`src/rtl/otter_mmio_pkg.sv`:
```
// Shared address map, register decode and parameter sanity check for the
// OTTER memory-mapped IO hub.
package otter_mmio_pkg;

  localparam logic [31:0] ADDR_SW       = 32'h1100_0000;
  localparam logic [31:0] ADDR_LEDS     = 32'h1100_0020;
  localparam logic [31:0] ADDR_SSEG     = 32'h1100_0040;
  localparam logic [31:0] ADDR_BTN      = 32'h1100_0060;
  localparam logic [31:0] ADDR_IRQ_PEND = 32'h1100_0080;
  localparam logic [31:0] ADDR_IRQ_EN   = 32'h1100_00A0;

  typedef enum logic [2:0] {
    SEL_NONE,
    SEL_SW,
    SEL_LEDS,
    SEL_SSEG,
    SEL_BTN,
    SEL_IRQ_PEND,
    SEL_IRQ_EN
  } reg_sel_e;

  // Full 32-bit compare: any address outside the map selects nothing.
  function automatic reg_sel_e decode_addr(input logic [31:0] addr);
    case (addr)
      ADDR_SW:       return SEL_SW;
      ADDR_LEDS:     return SEL_LEDS;
      ADDR_SSEG:     return SEL_SSEG;
      ADDR_BTN:      return SEL_BTN;
      ADDR_IRQ_PEND: return SEL_IRQ_PEND;
      ADDR_IRQ_EN:   return SEL_IRQ_EN;
      default:       return SEL_NONE;
    endcase
  endfunction

  function automatic bit params_ok(input int sw_w, input int led_w,
                                   input int n_btn, input int db_cycles);
    return (sw_w >= 1) && (sw_w <= 32) &&
           (led_w >= 1) && (led_w <= 32) &&
           (n_btn >= 1) && (n_btn <= 8) &&
           (db_cycles >= 2);
  endfunction

endpackage

```
`src/rtl/mmio_debounce.sv`:
```
// One-bit button conditioner: two-flop synchroniser, stability counter,
// accepted level and a one-cycle pulse on each accepted 0->1 transition.
module mmio_debounce #(
  parameter int DB_CYCLES = 500000
) (
  input  logic clk,
  input  logic rst,
  input  logic btn_raw,
  output logic accepted,
  output logic rise
);

  localparam int CNT_W = $clog2(DB_CYCLES + 1);
  localparam logic [CNT_W-1:0] CNT_MAX  = CNT_W'(DB_CYCLES);
  localparam logic [CNT_W-1:0] CNT_LAST = CNT_W'(DB_CYCLES - 1);

  logic             sync1_q, sync2_q;
  logic             acc_q, acc_d;
  logic             rise_q, rise_d;
  logic [CNT_W-1:0] cnt_q, cnt_d;

  // Counter only runs while the synchronised input disagrees with the
  // accepted level; the DB_CYCLES-th disagreeing clock flips the level.
  always_comb begin
    acc_d = acc_q;
    cnt_d = '0;
    if (sync2_q != acc_q) begin
      if (cnt_q == CNT_LAST) begin
        acc_d = sync2_q;
        cnt_d = '0;
      end else if (cnt_q < CNT_MAX) begin
        cnt_d = cnt_q + CNT_W'(1);
      end else begin
        cnt_d = CNT_MAX;
      end
    end
    rise_d = acc_d & ~acc_q;
  end

  always_ff @(posedge clk) begin
    if (rst) begin
      sync1_q <= 1'b0;
      sync2_q <= 1'b0;
      acc_q   <= 1'b0;
      rise_q  <= 1'b0;
      cnt_q   <= '0;
    end else begin
      sync1_q <= btn_raw;
      sync2_q <= sync1_q;
      acc_q   <= acc_d;
      rise_q  <= rise_d;
      cnt_q   <= cnt_d;
    end
  end

  assign accepted = acc_q;
  assign rise     = rise_q;

endmodule

```
`src/rtl/otter_mmio_hub.sv`:
```
// OTTER MMIO hub: switches, LEDs, seven-segment value, debounced buttons
// and a level interrupt with per-button pending/enable registers.
module otter_mmio_hub
  import otter_mmio_pkg::*;
#(
  parameter int SW_WIDTH  = 16,
  parameter int LED_WIDTH = 16,
  parameter int N_BTN     = 4,
  parameter int DB_CYCLES = 500000
) (
  input  logic                 CLK,
  input  logic                 RST,
  input  logic [31:0]          IOBUS_ADDR,
  input  logic [31:0]          IOBUS_OUT,
  input  logic                 IOBUS_WR,
  output logic [31:0]          IOBUS_IN,
  input  logic [SW_WIDTH-1:0]  SWITCHES,
  input  logic [N_BTN-1:0]     BTNS,
  output logic [LED_WIDTH-1:0] LEDS,
  output logic [15:0]          SSEG_DATA,
  output logic                 INTR
);

  localparam bit CFG_OK = params_ok(SW_WIDTH, LED_WIDTH, N_BTN, DB_CYCLES);

  if (!CFG_OK) begin : g_cfg_err
    $error("otter_mmio_hub: parameter out of range");
  end

  reg_sel_e             sel;
  logic [SW_WIDTH-1:0]  sw_sync1_q, sw_sync2_q;
  logic [LED_WIDTH-1:0] leds_q, leds_d;
  logic [15:0]          sseg_q, sseg_d;
  logic [N_BTN-1:0]     irq_en_q, irq_en_d;
  logic [N_BTN-1:0]     pend_q, pend_d;
  logic [N_BTN-1:0]     pend_clr;
  logic                 intr_q, intr_d;
  logic [N_BTN-1:0]     btn_acc, btn_rise;
  logic [31:0]          rd_data;
  logic                 unused_wdata;

  assign unused_wdata = ^IOBUS_OUT;

  for (genvar i = 0; i < N_BTN; i++) begin : g_btn
    mmio_debounce #(
      .DB_CYCLES(DB_CYCLES)
    ) u_debounce (
      .clk      (CLK),
      .rst      (RST),
      .btn_raw  (BTNS[i]),
      .accepted (btn_acc[i]),
      .rise     (btn_rise[i])
    );
  end

  assign sel = decode_addr(IOBUS_ADDR);

  // A new rising edge is OR-ed in after the W1C mask, so set beats clear.
  always_comb begin
    leds_d   = leds_q;
    sseg_d   = sseg_q;
    irq_en_d = irq_en_q;
    pend_clr = '0;
    if (IOBUS_WR) begin
      case (sel)
        SEL_LEDS:     leds_d   = IOBUS_OUT[LED_WIDTH-1:0];
        SEL_SSEG:     sseg_d   = IOBUS_OUT[15:0];
        SEL_IRQ_EN:   irq_en_d = IOBUS_OUT[N_BTN-1:0];
        SEL_IRQ_PEND: pend_clr = IOBUS_OUT[N_BTN-1:0];
        default:      ;
      endcase
    end
    pend_d = (pend_q & ~pend_clr) | btn_rise;
    intr_d = |(pend_q & irq_en_q);
  end

  always_comb begin
    rd_data = '0;
    case (sel)
      SEL_SW:       rd_data = 32'(sw_sync2_q);
      SEL_LEDS:     rd_data = 32'(leds_q);
      SEL_SSEG:     rd_data = 32'(sseg_q);
      SEL_BTN:      rd_data = 32'(btn_acc);
      SEL_IRQ_PEND: rd_data = 32'(pend_q);
      SEL_IRQ_EN:   rd_data = 32'(irq_en_q);
      default:      rd_data = '0;
    endcase
  end

  always_ff @(posedge CLK) begin
    if (RST) begin
      sw_sync1_q <= '0;
      sw_sync2_q <= '0;
      leds_q     <= '0;
      sseg_q     <= '0;
      irq_en_q   <= '0;
      pend_q     <= '0;
      intr_q     <= 1'b0;
    end else begin
      sw_sync1_q <= SWITCHES;
      sw_sync2_q <= sw_sync1_q;
      leds_q     <= leds_d;
      sseg_q     <= sseg_d;
      irq_en_q   <= irq_en_d;
      pend_q     <= pend_d;
      intr_q     <= intr_d;
    end
  end

  assign IOBUS_IN  = rd_data;
  assign LEDS      = leds_q;
  assign SSEG_DATA = sseg_q;
  assign INTR      = intr_q;

endmodule

```
`config.mk`:
```
export PLATFORM = sky130hd
export DESIGN_NAME = otter_mmio_hub
export DESIGN_NICKNAME = d
export VERILOG_FILES = /design/src/rtl/otter_mmio_pkg.sv /design/src/rtl/mmio_debounce.sv /design/src/rtl/otter_mmio_hub.sv
export SDC_FILE = /design/constraint.sdc
export NUM_CORES = 1
export LEC_CHECK = 0
export CAP_MARGIN = 15
export CELL_PAD_IN_SITES_DETAIL_PLACEMENT = 1
export CELL_PAD_IN_SITES_GLOBAL_PLACEMENT = 1
export CORE_ASPECT_RATIO = 1.75
export CORE_MARGIN = 2
export CORE_UTILIZATION = 30
export DETAILED_ROUTE_END_ITERATION = 12
export PLACE_DENSITY = 0.64
export SLEW_MARGIN = 20
export SYNTH_ARGS = -nofsm -noshare
export SYNTH_HDL_FRONTEND = slang
export SYNTH_SLANG_ARGS = --single-unit
```
`constraint.sdc`:
```
create_clock -name CLK -period 3.5 [get_ports CLK]
set_input_delay 0.525 -clock CLK [delete_from_list [all_inputs] [get_ports CLK]]
set_output_delay 0.525 -clock CLK [all_outputs]
set_load 0.05 [all_outputs]
```
==> impl_metrics.json <==
{
  "routed_wirelength_um": 21310,
  "holdBufCountCts": 0,
  "synth-xor-area-share_pct": 6.391,
  "synthFlopType": "dfxtp_1",
  "h-tree-depth": 4,
  "regArea_um2": 3303,
  "finalNonFillerCells": 1267,
  "post-route-util_pct": 39.38,
  "worstPathRequired_ns": 2.97,
  "crit_start": "IOBUS_ADDR[13]",
  "preCtsSetupSlack_ns": 0.2376,
  "die_h_um": 213.7,
  "multi_input_area_um2": 3918,
  "clkLatencyLatePin_ns": 0.44,
  "fin_worst_skew_ns": 0.005290,
  "whs_path_depth": 1,
  "min_from": "sw_sync1_q[10]$_SDFF_PP0_",
  "rows": 76,
  "reg2reg_depth": 5,
  "first_iter_violations": 188,
  "cap_violations": 0,
  "viasPerCell": 5.118,
  "crit_type": "in -> out",
  "whs_ns": 0.4309,
  "grt_pass1_vias": 6797,
  "period_minus_slack_ns": 3.222,
  "dp_cells": 1233,
  "crit_fanout": 12,
  "period_share_pct": 92.07,
  "vias": 6484,
  "rsz0062_at_grt": "no",
  "yosysSeqAreaShare_pct": 43.82,
  "cts_tree": "done",
  "combPwrFrac_pct": 5.6,
  "synth.distinct_cells": 55,
  "outcome": "completed",
  "critPathArrivalTime_ns": 2.70,
  "setup_viol": 0,
  "area_growth_pct": 28.67,
  "numCtsBuffers": 17,
  "critPathLaunchType": "input port",
  "switching_share_pct": 23.60,
  "grt_max_degree": 58,
  "max_stage_delay_ns": 0.61,
  "fin_nets": 1032,
  "initial_core_util_pct": 30.60,
  "wire_per_inst_um": 16.82,
  "yosysWarnings": 0,
  "io-pin-count": 152,
  "dieArea_um2": 26460,
  "drc": 0,
  "clkSinkCount": 165,
  "cts_resized": 0,
  "coreArea_um2": 24630,
  "path_cells": "clkdlybuf4s50_1 -> nor4_1 -> nand4_1 -> or3_1 -> nor2_1 -> buf_12",
  "seq_power_share_pct": 47.5,
  "worst_pin_slew_ns": 0.8709,
  "synth_top_area_share_pct": 43.82,
  "synth_edf_count": 0,
  "first_pass_iters": 4,
  "ys_ff_latch": 165,
  "end_kind": "primary output",
  "hold_viol_final": 0,
  "gp_congestion": 0.7724,
  "synthMuxAreaShare_pct": 5.445,
  "worst_slack_ns": 0.2777,
  "die_w_um": 123.8,
  "grt_overflow_total": 0,
  "cp_slowest_cell": "or3_1",
  "synth-simple-area-share_pct": 27.62,
  "synth-adder-area-share_pct": 0.6640,
  "synth_cells": 838,
  "max_freq_mhz": 310.3,
  "hpwl_um": 16180,
  "synth_top_family_by_area": "simple AND/OR/NAND/NOR gates",
  "portBuffers": 119,
  "relSlewSlack_pct": 41.72,
  "tns_ns": 0,
  "grt_antenna_before_repair": 1,
  "r2r_start": "g_btn[3].u_debounce.cnt_q[0]$_SDFF_PP0_",
  "power.clock.fraction_pct": 47.0,
  "fillCellCount": 2821,
  "synth-compound-area-share_pct": 11.06,
  "hold_path.class": "reg -> reg",
  "ir_worst_vdd_mv": 0.3425,
  "power_density_nw_per_um2": 414.6,
  "p_sw_mw": 0.9486,
  "syn_avg_cell_area_um2": 8.994,
  "syn_area_um2": 7537,
  "grt_usage_pct": 16.50,
  "cts-root-buf": "clkbuf_16",
  "post_cts_buffers": 0,
  "final_layout_size_suffix_gt1_share_pct": 8.071,
  "leakage_nw": 3.115,
  "yosys.area.top_type": "dfxtp_1",
  "async_flop_share_pct": 0,
  "final_antenna_net_count": 0,
  "synth_area_leaders": "dfxtp_1 (44%), nand4_1 (4.4%), mux2i_1 (4.2%)",
  "maxSlewViolCount": 0,
  "clk_pin_slew_worst_paths_ns": 0.07,
  "r2r_slack_ns": 1.31,
  "p_int_mw": 3.072,
  "clk_path_buf_depth": 2,
  "grt_pass1_wl_um": 34100
}
metrics by stage:
step	area [um2]	total power [mW]
final	9698	4.020
after global routing	9698	4.180
after CTS	9688	4.086
after detailed placement	9091	2.177
after global placement	9091	2.175
after floorplan	7594	2.077
registers in the layout, summed over array words and instances, names as in the netlist, 16 cells and up:
name / cells
sw_sync1_q: 16
sw_sync2_q: 16
g_btn.u_debounce.cnt_q: 76
LEDS: 16
SSEG_DATA: 16
cells in the final DEF (no fill, tap or decap), drive strengths merged, types with 2 or more instances in the layout:
| cell type | instances |
|---|---|
| and3 | 7 |
| nand2b | 20 |
| nand4 | 53 |
| o31ai | 26 |
| nor4 | 21 |
| clkinv | 5 |
| a211oi | 3 |
| a31oi | 9 |
| inv | 15 |
| clkbuf | 17 |
| mux2i | 32 |
| bufinv | 2 |
| conb | 16 |
| or2 | 2 |
| o21ai | 15 |
| buf | 30 |
| nor3b | 7 |
| clkinvlp | 4 |
| nor3 | 49 |
| mux4 | 4 |
| nor4b | 3 |
| or4 | 7 |
| ha | 4 |
| xnor2 | 35 |
| clkdlybuf4s50 | 102 |
| xor2 | 20 |
| nand3b | 2 |
| and2 | 2 |
| a311oi | 4 |
| or3 | 15 |
| dfxtp | 165 |
| o2111a | 2 |
| nand2 | 29 |
| nor2 | 68 |
| nand3 | 25 |
| a21oi | 62 |
| nor2b | 46 |
| a22oi | 2 |
| and4 | 13 |
synthesized netlist by cell type (16+ instances only):
cell type / instances
dfxtp_1: 165
nor2_1: 68
a21oi_1: 62
nand4_1: 53
nor3_1: 49
nor2b_1: 46
clkbuf_1: 35
xnor2_1: 35
mux2i_1: 32
nand2_1: 29
o31ai_1: 26
nand3_1: 24
nor4_1: 21
nand2b_1: 20
xor2_1: 20
buf_4: 16
logic make-up after synthesis:
group                    after synthesis
AO/OA/AOI/OAI                        131
flip-flops                           165
multiplexers                          36
adder cells (fa/ha/maj)                4
buffers and inverters                 74
XOR/XNOR                              55
AND/OR/NAND/NOR                      372
other                                  1
critical path, delay by kind of cell:
family	cells	cell delay, ns
and+or+nand+nor	4	1.59
buffers and inverters	2	0.57
layout make-up:
type | count | area share (%)
Tap cell | 312 | 4.025
Inverter | 11 | 0.4258
Sequential cell | 165 | 34.06
Timing Repair Buffer | 132 | 14.91
Clock inverter | 15 | 1.768
Antenna cell | 1 | 0.02580
Clock buffer | 17 | 4.387
Multi-Input combinational cell | 614 | 40.39
path summary, 6_finish.rpt:
check | end
worst max-delay path | IOBUS_IN[4]
worst min-delay path | sw_sync2_q[10]$_SDFF_PP0_
worst max register to register | g_btn[3].u_debounce.cnt_q[10]$_SDFF_PP0_
worst min register to register | sw_sync2_q[10]$_SDFF_PP0_
power by group through the flow:
| stage | Clock [mW] | Sequential (mW) | Combinational, mW |
|---|---|---|---|
| finish | 1.89 | 1.91 | 0.224 |
| global route | 2.03 | 1.91 | 0.240 |
| CTS | 1.95 | 1.91 | 0.227 |
| detailed placement | 0 | 1.95 | 0.226 |
| global placement | 0 | 1.95 | 0.225 |
| floorplan | 0 | 1.95 | 0.130 |
layer usage:
metal,vias to the layer above,part of all wire (%),track usage [%]
met5,-,0,0
met4,0,2.1,6.074
met3,19,3.9,3.750
met2,120,56,32.64
met1,3143,38,16.13
li1,3202,-,-
No activity file was read; power rests on OpenSTA's default activity.
